File: config.mk
export PLATFORM = sky130hd
export DESIGN_NAME = ram_fill_drain_ctrl_flat
export DESIGN_NICKNAME = d
export VERILOG_FILES = /design/src/rtl/ram_fill_drain_ctrl_if.sv /design/src/rtl/ram_fill_drain_ctrl.sv /design/src/flat_wrapper.sv
export SDC_FILE = /design/constraint.sdc
export NUM_CORES = 1
export LEC_CHECK = 0
export CORE_MARGIN = 2
export CORE_UTILIZATION = 43
export CTS_BUF_LIST = sky130_fd_sc_hd__clkbuf_4 sky130_fd_sc_hd__clkbuf_8
export DETAILED_ROUTE_END_ITERATION = 7
export PLACE_DENSITY_LB_ADDON = 0.1
export SKIP_LAST_GASP = 1
export SLEW_MARGIN = 25
export SYNTH_ARGS = -nofsm -noshare
export SYNTH_HDL_FRONTEND = slang
export SYNTH_SLANG_ARGS = --single-unit
export TNS_END_PERCENT = 30
File: constraint.sdc
create_clock -name clk -period 1.8 [get_ports clk]
set_input_delay 0.45 -clock clk [delete_from_list [all_inputs] [get_ports clk]]
set_output_delay 0.45 -clock clk [all_outputs]
set_load 0.05 [all_outputs]
File: src/rtl/ram_fill_drain_ctrl_if.sv
// Byte-stream, drain-stream and RAM-side signals of the fill/drain controller.
// master = controller, slave = environment (upstream, downstream and RAM).
interface ram_fill_drain_ctrl_if #(
  parameter int DW = 8,
  parameter int AW = 3
);
  logic              in_valid;
  logic [DW-1:0]     in_data;
  logic              in_ready;
  logic              start;
  logic              clr;
  logic              ram_we;
  logic [AW-1:0]     ram_addr;
  logic [DW-1:0]     ram_wdata;
  logic [DW-1:0]     ram_rdata;
  logic              out_valid;
  logic              out_ready;
  logic [DW-1:0]     out_data;
  logic [AW-1:0]     out_addr;
  logic              full;
  logic              done;
  logic [DW+AW-1:0]  sum;
  logic [DW-1:0]     max;

  modport master (
    input  in_valid, in_data, start, clr, ram_rdata, out_ready,
    output in_ready, ram_we, ram_addr, ram_wdata, out_valid, out_data,
           out_addr, full, done, sum, max
  );

  modport slave (
    output in_valid, in_data, start, clr, ram_rdata, out_ready,
    input  in_ready, ram_we, ram_addr, ram_wdata, out_valid, out_data,
           out_addr, full, done, sum, max
  );
endinterface

File: src/rtl/ram_fill_drain_ctrl.sv
// Fills a single-port RAM from a byte stream, then drains it out with a running sum/max.
// Latency: fill 1 byte/cycle; drain 2 cycles/byte (read, then present), 2*DEPTH cycles per pass.
// Backpressure: in_ready drops once full; out_ready low holds the drained byte and its address.
module ram_fill_drain_ctrl #(
  parameter int DW    = 8,
  parameter int AW    = 3,
  parameter int DEPTH = 8
) (
  input  logic                 clk,
  input  logic                 rst,
  ram_fill_drain_ctrl_if.master bus
);

  localparam int SW = DW + AW;
  localparam logic [AW-1:0] LAST = AW'(DEPTH - 1);

  typedef enum logic [2:0] {
    FILL,
    FULL,
    READ,
    OUT,
    DONE
  } state_t;

  state_t        state, state_nxt;
  logic [AW-1:0] wr_ptr, wr_ptr_nxt;
  logic [AW-1:0] rd_ptr, rd_ptr_nxt;
  logic [SW-1:0] sum_q, sum_nxt;
  logic [DW-1:0] max_q, max_nxt;

  logic          in_ready_c;
  logic          ram_we_c;
  logic [AW-1:0] ram_addr_c;
  logic          out_valid_c;
  logic          full_c;
  logic          done_c;

  always_ff @(posedge clk or posedge rst) begin
    if (rst) begin
      state  <= FILL;
      wr_ptr <= '0;
      rd_ptr <= '0;
      sum_q  <= '0;
      max_q  <= '0;
    end else begin
      state  <= state_nxt;
      wr_ptr <= wr_ptr_nxt;
      rd_ptr <= rd_ptr_nxt;
      sum_q  <= sum_nxt;
      max_q  <= max_nxt;
    end
  end

  always_comb begin
    state_nxt   = state;
    wr_ptr_nxt  = wr_ptr;
    rd_ptr_nxt  = rd_ptr;
    sum_nxt     = sum_q;
    max_nxt     = max_q;
    in_ready_c  = 1'b0;
    ram_we_c    = 1'b0;
    ram_addr_c  = wr_ptr;
    out_valid_c = 1'b0;
    full_c      = 1'b0;
    done_c      = 1'b0;

    case (state)
      FILL: begin
        in_ready_c = 1'b1;
        ram_we_c   = bus.in_valid;
        if (bus.in_valid) begin
          wr_ptr_nxt = wr_ptr + 1'b1;
          if (wr_ptr == LAST) state_nxt = FULL;
        end
      end
      FULL, DONE: begin
        full_c = 1'b1;
        done_c = (state == DONE);
        if (state == DONE) ram_addr_c = rd_ptr;
        if (bus.start) begin
          rd_ptr_nxt = '0;
          sum_nxt    = '0;
          max_nxt    = '0;
          state_nxt  = READ;
        end
      end
      READ: begin
        ram_addr_c = rd_ptr;
        state_nxt  = OUT;
      end
      OUT: begin
        // Address stays on rd_ptr so the RAM keeps re-reading the same word under backpressure.
        ram_addr_c  = rd_ptr;
        out_valid_c = 1'b1;
        if (bus.out_ready) begin
          sum_nxt = sum_q + SW'(bus.ram_rdata);
          if (bus.ram_rdata > max_q) max_nxt = bus.ram_rdata;
          if (rd_ptr == LAST) begin
            state_nxt = DONE;
          end else begin
            rd_ptr_nxt = rd_ptr + 1'b1;
            state_nxt  = READ;
          end
        end
      end
      default: state_nxt = FILL;
    endcase

    // clr wins over everything; suppress handshakes so no byte is taken and then discarded.
    if (bus.clr) begin
      state_nxt   = FILL;
      wr_ptr_nxt  = '0;
      rd_ptr_nxt  = '0;
      sum_nxt     = '0;
      max_nxt     = '0;
      in_ready_c  = 1'b0;
      ram_we_c    = 1'b0;
      out_valid_c = 1'b0;
    end
  end

  assign bus.in_ready  = in_ready_c;
  assign bus.ram_we    = ram_we_c;
  assign bus.ram_addr  = ram_addr_c;
  assign bus.ram_wdata = bus.in_data;
  assign bus.out_valid = out_valid_c;
  assign bus.out_data  = bus.ram_rdata;
  assign bus.out_addr  = rd_ptr;
  assign bus.full      = full_c;
  assign bus.done      = done_c;
  assign bus.sum       = sum_q;
  assign bus.max       = max_q;

endmodule

File: src/flat_wrapper.sv
// flat-port wrapper written by rule: the top's interface ports become plain ports
module ram_fill_drain_ctrl_flat 
#(
  parameter int DW    = 8,
  parameter int AW    = 3,
  parameter int DEPTH = 8
)
  (clk, rst, bus_in_valid, bus_in_data, bus_start, bus_clr, bus_ram_rdata, bus_out_ready, bus_in_ready, bus_ram_we, bus_ram_addr, bus_ram_wdata, bus_out_valid, bus_out_data, bus_out_addr, bus_full, bus_done, bus_sum, bus_max);
  ram_fill_drain_ctrl_if #(.DW(DW), .AW(AW)) bus_i ();
  input  logic clk;
  input  logic rst;
  input wire logic [$bits(bus_i.in_valid)-1:0] bus_in_valid;
  input wire logic [$bits(bus_i.in_data)-1:0] bus_in_data;
  input wire logic [$bits(bus_i.start)-1:0] bus_start;
  input wire logic [$bits(bus_i.clr)-1:0] bus_clr;
  input wire logic [$bits(bus_i.ram_rdata)-1:0] bus_ram_rdata;
  input wire logic [$bits(bus_i.out_ready)-1:0] bus_out_ready;
  output wire logic [$bits(bus_i.in_ready)-1:0] bus_in_ready;
  output wire logic [$bits(bus_i.ram_we)-1:0] bus_ram_we;
  output wire logic [$bits(bus_i.ram_addr)-1:0] bus_ram_addr;
  output wire logic [$bits(bus_i.ram_wdata)-1:0] bus_ram_wdata;
  output wire logic [$bits(bus_i.out_valid)-1:0] bus_out_valid;
  output wire logic [$bits(bus_i.out_data)-1:0] bus_out_data;
  output wire logic [$bits(bus_i.out_addr)-1:0] bus_out_addr;
  output wire logic [$bits(bus_i.full)-1:0] bus_full;
  output wire logic [$bits(bus_i.done)-1:0] bus_done;
  output wire logic [$bits(bus_i.sum)-1:0] bus_sum;
  output wire logic [$bits(bus_i.max)-1:0] bus_max;
  assign bus_i.in_valid = bus_in_valid;
  assign bus_i.in_data = bus_in_data;
  assign bus_i.start = bus_start;
  assign bus_i.clr = bus_clr;
  assign bus_i.ram_rdata = bus_ram_rdata;
  assign bus_i.out_ready = bus_out_ready;
  assign bus_in_ready = bus_i.in_ready;
  assign bus_ram_we = bus_i.ram_we;
  assign bus_ram_addr = bus_i.ram_addr;
  assign bus_ram_wdata = bus_i.ram_wdata;
  assign bus_out_valid = bus_i.out_valid;
  assign bus_out_data = bus_i.out_data;
  assign bus_out_addr = bus_i.out_addr;
  assign bus_full = bus_i.full;
  assign bus_done = bus_i.done;
  assign bus_sum = bus_i.sum;
  assign bus_max = bus_i.max;
  ram_fill_drain_ctrl #(.DW(DW), .AW(AW), .DEPTH(DEPTH)) u_core (.clk(clk), .rst(rst), .bus(bus_i));
endmodule
# After elaboration in Yosys (flattened, before gate mapping)
# Cells that the tools add are included.
totals:
  reg_bits: 28
  out_inout_bits: 46
  word_cells: 66
op_classes:
  addsub: 3
  eq_ne: 12
  reduce_logical: 11
  muxes: 34
  magnitude_cmp: 1
op_table:
  columns: ["operator", "count"]
  rows:
  - ["$mux W3", 14]
  - ["$mux W11", 3]
  - ["$mux W8", 4]
  - ["$pmux W11 S2", 1]
  - ["$pmux W8 S2", 1]
  - ["$ne A3 B3 Y1 const B", 4]
  - ["$pmux W3 S2", 2]
  - ["$pmux W3 S4", 1]
  - ["$reduce_and A4 Y1", 3]
  - ["$add A11 B8 Y11", 1]
  - ["$eq A3 B3 Y1 const B", 3]
  - ["$gt A8 B8 Y1", 1]
  - ["$mux W1", 8]
  - ["$add A3 B1 Y3 const B", 2]
  - ["$eq A3 B2 Y1 const B", 2]
  - ["$ne A3 B2 Y1 const B", 2]
  - ["$reduce_bool A2 Y1", 2]
  - ["$reduce_or A2 Y1", 2]
  - ["$eq A3 B1 Y1 const B", 1]
  - ["$logic_not A3 Y1", 1]
  - ["$reduce_and A3 Y1", 1]
  - ["$reduce_bool A3 Y1", 1]
  - ["$reduce_and A2 Y1", 1]

# Logic depth before layout (Yosys ltp)
# Gate-level depths: netlist of the first run.
depth:
  depth_word: 5
  ltp_mapped: 8
  ltp_nobuf: 8

# Worst setup path after synthesis of the first run
# No wires, ideal clock.
synth_path:
  path_type: "input-to-output"
  start: "input port bus_clr"
  end: "output port bus_ram_we"
  setup_slack_ns: -1.427
  path_stages: 3
  arrival_ns: 2.777
  n_path_buf: 1
  path_cell_list: "buf_2 > nor4_1 > and2_1"
synth_between:
  elab_chain_cells: 1
synth_rtl:
  columns: ["item", "line_no", "text"]
  rows:
  - ["from (decl)", "flat_wrapper.sv:15", "input wire logic [$bits(bus_i.clr)-1:0] bus_clr;"]
  - ["$mux W1", "ram_fill_drain_ctrl.sv:110", "if (bus.clr) begin"]
  - ["to (decl)", "flat_wrapper.sv:19", "output wire logic [$bits(bus_i.ram_we)-1:0] bus_ram_we;"]
# Every way passes these cells.

# Worst setup path in the final report of the first run
layout_path:
  start: "register u_core.state[1]"
  end: "output port bus_ram_addr[1]"
layout_between:
  elab_chain_cells: 3
  word_cells_on_any_way: 8
layout_rtl:
  columns: ["item", "line_no", "text"]
  rows:
  - ["from (decl)", "ram_fill_drain_ctrl.sv:25", "state_t state, state_nxt;"]
  - ["from (signal assigned)", "ram_fill_drain_ctrl.sv:46", "state <= state_nxt;"]
  - ["$eq A3 B3 Y1, or another cell as far along", "ram_fill_drain_ctrl.sv:67, ram_fill_drain_ctrl.sv:79", null]
  - ["$mux W3, or another cell as far along", "ram_fill_drain_ctrl.sv:79", "if (state == DONE) ram_addr_c = rd_ptr;"]
  - ["$pmux W3 S2 *", "ram_fill_drain_ctrl.sv:67", "case (state)"]
  - ["to (decl)", "flat_wrapper.sv:20", "output wire logic [$bits(bus_i.ram_addr)-1:0] bus_ram_addr;"]
# Mark *: on every way between the ends. The rest lies on a longest branch, timed or not.

==> results of run 1 <==
[worst min-delay path: stages]
cell and delay [ns]:
clkdlybuf4s50_1 0.39, inv_1 0.05, buf_4 0.35
[final timing paths]
kind | endpoint | slack, ns | depth (start not counted)
worst min-delay path | u_core.bus.sum[2]$_DFFE_PP0P_ | 0.53 | 3
worst max register to register | u_core.bus.sum[10]$_DFFE_PP0P_ | -0.15 | 8
min in group clk | u_core.bus.sum[5]$_DFFE_PP0P_ | 0.53 | 2
max in group asynchronous | u_core.state[0]$_DFFE_PP0P_ | 0.96 | 3
worst min register to register | u_core.bus.sum[5]$_DFFE_PP0P_ | 0.53 | 2
worst max-delay path | bus_ram_addr[1] | -0.18 | 4
[per-stage QoR]
step | hold slack (ns) | cell area [um2] | TNS, ns | cells
after global routing | 0.5623 | 3206 | -2.783 | 380
final | 0.5292 | 3206 | -1.261 | 380
after global placement | 0.4969 | 3018 | -10.73 | 371
after floorplan | 0.5094 | 2165 | -3.444 | 233
after detailed placement | 0.5042 | 3018 | -11.15 | 371
after CTS | 0.5269 | 3139 | -1.674 | 376
[cell families (layout without fill, tap and decap cells)]
| kind of cell | count (synthesis) | after routing | synth area share |
|---|---|---|---|
| xor+xnor | 6 | 6 | 0.02498 |
| fa+ha+maj | 21 | 21 | 0.1285 |
| simple gates | 70 | 70 | 0.1624 |
| flops | 28 | 28 | 0.3331 |
| compound gates | 54 | 54 | 0.1892 |
| buf+inv | 46 | 126 | 0.1213 |
| mux | 8 | 8 | 0.04045 |
[power by group]
part           internal (W)  switching (W)  total [W]
clock              0.000174       0.000203   0.000378
combinational      0.000551       0.000587    0.00114
sequential         0.000676      0.0000681   0.000744
[placed cells by master, fill, tap and decap left out, drive strengths merged, types with 2 or more instances in the layout]
| cell type | count |
|---|---|
| a21o | 4 |
| a21oi | 12 |
| a31oi | 2 |
| and2 | 2 |
| buf | 86 |
| clkbuf | 4 |
| clkdlybuf4s15 | 2 |
| clkdlybuf4s50 | 6 |
| dfrtp | 28 |
| dlygate4sd2 | 4 |
| ha | 20 |
| inv | 23 |
| mux2 | 4 |
| mux2i | 4 |
| nand2 | 33 |
| nand2b | 3 |
| nand3 | 5 |
| nand4 | 4 |
| nor2 | 9 |
| nor2b | 3 |
| nor3 | 5 |
| o21ai | 10 |
| o221ai | 8 |
| o2bb2ai | 2 |
| o31ai | 4 |
| xnor2 | 4 |
| xor2 | 2 |
[sequential cells by signal, indices dropped and copies added, names as in the netlist]
| register | cells |
|---|---|
| u_core.bus.sum | 11 |
| u_core.bus.max | 8 |
| u_core.bus.out_addr | 3 |
| u_core.state | 3 |
| u_core.wr_ptr | 3 |
[layer usage]
metal,up-vias,global-route usage,wire length [um]
li1,970,-,-
met1,936,0.2521,2390
met2,45,0.3413,2466
met3,4,0.02981,215
met4,0,0.05859,40
met5,-,0,0
[repair_timing]
action / in CTS / in global routing
cloned: 0 / 0
setup endpoints to repair: 22 / 21
pin swaps: 7 / 4
setup buffers: 1 / 4
resized for setup: 28 / 9
[layout make-up]
class                           count  area [um2]
Inverter                           23       86.33
Sequential cell                    28       705.7
Fill cell                         382        1518
Timing Repair Buffer               99        1006
Tap cell                           67       83.83
Multi-Input combinational cell    159        1275
Clock buffer                        4       48.80
==> impl_metrics.tcl, run 1 <==
set metrics [dict create \
    min_period_ns 1.980 \
    crit_type "reg2out" \
    drt-initial-drc-count 50 \
    synth_top_area_share 0.3331 \
    gp_congestion 0.8416 \
    drt-pass1-iter-count 4 \
    areaGrowthSynthToFinish_pct 52.41 \
    cts_tree "built" \
    max_stage_delay_ns 0.48 \
    grt_pass1_vias 1835 \
    synth_cell_types 51 \
    fin_ws_ns -0.1799 \
    layout-drive-gt1-share 0.4026 \
    rows 25 \
    p_leak_nw 1.539 \
    drt-total-wl_um 5112 \
    ios 68 \
    slew_headroom 0.7361 \
    fmax_ghz 0.5051 \
    powerDensity_mw_per_mm2 705.1 \
    grt_usage 0.1961 \
    via_per_inst 5.145 \
    port_buffers 51 \
    ys_seq_area_frac 0.3331 \
    yosysWarnings 0 \
    root_buffer "clkbuf_8" \
    dp_hpwl_um 3911 \
    fin_worst_skew_ns 0.01132 \
    worstSetupEndpointType "primary output" \
    netlist_instances 233 \
    synth_edf_count 0 \
    grt_max_degree 29 \
    maxCapViolations 0 \
    die_h_um 73.94 \
    final-hold-violation-count 0 \
    path_delay_family "flip-flops" \
    violations "setup timing" \
    fin_crit_sh 1.100 \
    nNetsFinal 357 \
    clk_path_buf_depth 2 \
    fp.dieW_um 73.94 \
    total_power_w 0.002260 \
    status "finished with violations" \
    core-area_mm2 0.004723 \
    num_vias 1955 \
    synth_seq_cells 28 \
    finish.utilization 0.6787 \
    post-place-ws_ns -0.7999 \
    antenna_found_initial 0 \
    cts_sinks 28 \
    ys.flop_type "dfrtp_1" \
    syn_avg_cell_area_um2 9.027 \
    yosysMostFrequentCell "nand2_1" \
    htree_num_levels 1 \
    cpMaxStageDelayCell "dfrtp_2" \
    grt_pass1_wl_um 8280 \
    crit_start "u_core.state[1]$_DFFE_PP0P_" \
    drv_slew 0 \
    postSynth.asyncResetShare 1.000 \
    yosys-top-cells-area "dfrtp_1 33%, ha_1 12%, buf_4 6.1%, nand2_1 5.7%, inv_1 3.9%" \
    drc 0 \
    clk_pin_slew_ns 0.10 \
    syn_area_mm2 0.002103 \
    worstPathMaxFanout 5 \
    grt-ovfl-total 0 \
    cts_buffers 3 \
    setup_viol 12 \
    arrival_ns 1.53 \
    n_antenna_cell 0 \
    synth_top_area_cell "dfrtp_1" \
    peakVddDrop_mv 0.5791 \
    rsz0062_at_grt "yes" \
    hold_class "in2async" \
    cts_hold_buf 0 \
    path_buf_inv 1 \
    critPathRequiredTime_ns 1.35 \
    r2r_start "u_core.bus.sum[0]$_DFFE_PP0P_" \
    clk_latency_ns 0.28 \
    initial_core_util 0.4453 \
    worst_slew_pin_slew_ns 0.3858 \
    synth_fp_nets 276 \
    die-area_mm2 0.005466 \
    ant_nets 0 \
    path_cells "nor3_4, a21oi_4, mux2_4, buf_6" \
    netlist_top_cells_count "32 x nand2_1, 28 x dfrtp_1, 22 x inv_1, 20 x ha_1, 17 x buf_4" \
    startpoint_type "flip-flop" \
    post_drt_wl_per_cell_um 13.45 \
]
Power figures use the tool's default switching activity.
==> run 2, diff against run 1 <==
--- a/config.mk
+++ b/config.mk
@@ -8,6 +8,7 @@
 export CORE_MARGIN = 2
 export CORE_UTILIZATION = 43
 export CTS_BUF_LIST = sky130_fd_sc_hd__clkbuf_4 sky130_fd_sc_hd__clkbuf_8
+export CTS_CLUSTER_DIAMETER = 120
 export DETAILED_ROUTE_END_ITERATION = 7
 export PLACE_DENSITY_LB_ADDON = 0.1
 export SKIP_LAST_GASP = 1
==> results of run 2 <==
Final layout, timing and power as in run 1 (identical DEF).
==> run 3, diff against run 2 <==
--- a/config.mk
+++ b/config.mk
@@ -5,10 +5,12 @@
 export SDC_FILE = /design/constraint.sdc
 export NUM_CORES = 1
 export LEC_CHECK = 0
+export CORE_ASPECT_RATIO = 0.75
 export CORE_MARGIN = 2
 export CORE_UTILIZATION = 43
 export CTS_BUF_LIST = sky130_fd_sc_hd__clkbuf_4 sky130_fd_sc_hd__clkbuf_8
 export CTS_CLUSTER_DIAMETER = 120
+export CTS_CLUSTER_SIZE = 28
 export DETAILED_ROUTE_END_ITERATION = 7
 export PLACE_DENSITY_LB_ADDON = 0.1
 export SKIP_LAST_GASP = 1
==> impl_metrics.tcl, run 3 (synthesized netlist as in run 1, its figures left out) <==
set metrics [dict create \
    status "finished with violations" \
    violations "setup timing" \
    ant_nets 0 \
    cts_tree "built" \
    layout_commonest_cell "buf_4" \
    worstSetupEndpointType "primary output" \
    fin_worst_skew_ns 0.007616 \
    post_drt_wl_per_cell_um 15.09 \
    die_h_um 64.57 \
    p_leak_nw 1.669 \
    nFillCells 358 \
    dp_hpwl_um 4262 \
    worst_slew_pin_slew_ns 0.4259 \
    fp.dieW_um 84.76 \
    setup_viol 19 \
    grt_max_degree 29 \
    cpMaxStageDelayCell "dfrtp_2" \
    slew_headroom 0.7087 \
    clk_latency_ns 0.28 \
    drt-initial-drc-count 125 \
    grt_pass1_wl_um 9949 \
    r2r_start "u_core.bus.sum[0]$_DFFE_PP0P_" \
    worstPathMaxFanout 4 \
    min_period_ns 1.994 \
    cts_buffers 3 \
    clk_path_buf_depth 2 \
    clk_pin_slew_ns 0.10 \
    maxCapViolations 0 \
    final_area_mm2 0.003476 \
    ios 68 \
    crit_type "reg2out" \
    layout-drive-gt1-share 0.4595 \
    initial_core_util 0.4391 \
    root_buffer "clkbuf_8" \
    fin_crit_sh 1.108 \
    hold_class "in2async" \
    die-area_mm2 0.005473 \
    dpl_cell_area_mm2 0.003099 \
    max_stage_delay_ns 0.49 \
    grt_usage 0.2253 \
    total_power_w 0.002582 \
    regToRegEndpoint "u_core.bus.sum[10]$_DFFE_PP0P_" \
    fmax_ghz 0.5014 \
    path_delay_family "flip-flops" \
    path_cells "nor3_4, a21oi_4, mux2_4, buf_8" \
    reg2reg_slack_ns -0.18 \
    drc 0 \
    gp_congestion 0.7944 \
    critPathRequiredTime_ns 1.35 \
    port_buffers 51 \
    rsz0062_at_grt "yes" \
    peakVddDrop_mv 0.5619 \
    final_cell_mix "81 x buf_4, 31 x nand2_1, 24 x dfrtp_1, 18 x inv_1, 16 x buf_12" \
    reg2reg_depth 8 \
    areaGrowthSynthToFinish_pct 65.26 \
    core-area_mm2 0.004790 \
    n_antenna_cell 0 \
    powerDensity_mw_per_mm2 742.8 \
    num_vias 2044 \
    fin_ws_ns -0.1943 \
    startpoint_type "flip-flop" \
    rows 22 \
    arrival_ns 1.54 \
    htree_num_levels 1 \
    path_buf_inv 1 \
    grt_pass1_vias 2072 \
    cts_sinks 28 \
    drt-pass1-iter-count 5 \
    final-hold-violation-count 0 \
    nNetsFinal 377 \
    drt-total-wl_um 5929 \
    antenna_found_initial 0 \
    largest_reg_flops 11 \
    drv_slew 0 \
    via_per_inst 5.201 \
    grt-ovfl-total 0 \
]
run 3: area by class of cell:
class,instances,area [um2],area share
Clock inverter,1,30.03,0.008639
Inverter,23,86.33,0.02484
Multi-Input combinational cell,159,1366,0.3931
Clock buffer,3,41.29,0.01188
Sequential cell,28,705.7,0.2030
Timing Repair Buffer,119,1171,0.3369
Tap cell,60,75.07,0.02160
run 3: through the flow:
step	setup slack (ns)	cells	util	hold WS, ns	TNS [ns]
floorplan	-0.2821	233	-	0.5094	-3.444
global placement	-0.7550	376	0.6471	0.5150	-10.36
detailed placement	-0.7767	376	0.6471	0.5173	-11.01
CTS	-0.1798	387	0.7001	0.5505	-1.545
global route	-0.2420	393	0.7257	0.5891	-3.465
finish	-0.1943	393	0.7257	0.5359	-1.554
run 3: power breakdown:
group,internal (W),switching (W)
Combinational,0.000658,0.000669
Sequential,0.000676,0.0000692
Clock,0.000298,0.000212
Total,0.00163,0.000950
run 3: routing by layer:
metal | global-route usage | wire (um)
met5 | 0 | 0
met4 | 0.03373 | 19
met3 | 0.04076 | 312
met2 | 0.3602 | 2748
met1 | 0.3264 | 2849
run 3: how the worst max path moves through the flow:
stage | startpoint | end | slack (ns) | depth (start not counted)
5_1_grt | u_core.bus.sum[0]$_DFFE_PP0P_ | u_core.bus.sum[10]$_DFFE_PP0P_ | -0.24 | 8
3_5_place_dp | bus_ram_rdata[0] | u_core.bus.sum[10]$_DFFE_PP0P_ | -0.78 | 9
6_report | u_core.state[1]$_DFFE_PP0P_ | bus_ram_addr[1] | -0.19 | 4
2_1_floorplan | u_core.bus.sum[0]$_DFFE_PP0P_ | u_core.bus.sum[10]$_DFFE_PP0P_ | -0.28 | 8
3_3_place_gp | bus_ram_rdata[0] | u_core.bus.sum[10]$_DFFE_PP0P_ | -0.75 | 9
4_1_cts | u_core.state[2]$_DFFE_PP0P_ | bus_ram_addr[0] | -0.18 | 5
run 3: worst min-delay path, cell delays in order:
cell	delay (ns)
clkdlybuf4s50_1	0.40
inv_1	0.05
buf_4	0.33
run 3: timing repair:
item,4_1_cts,5_1_grt
gates resized for setup,36,17
buffers inserted,6,6
cloned,1,0
pin swaps,18,6
hold buffers,0,0
endpoints found under the setup margin,22,33
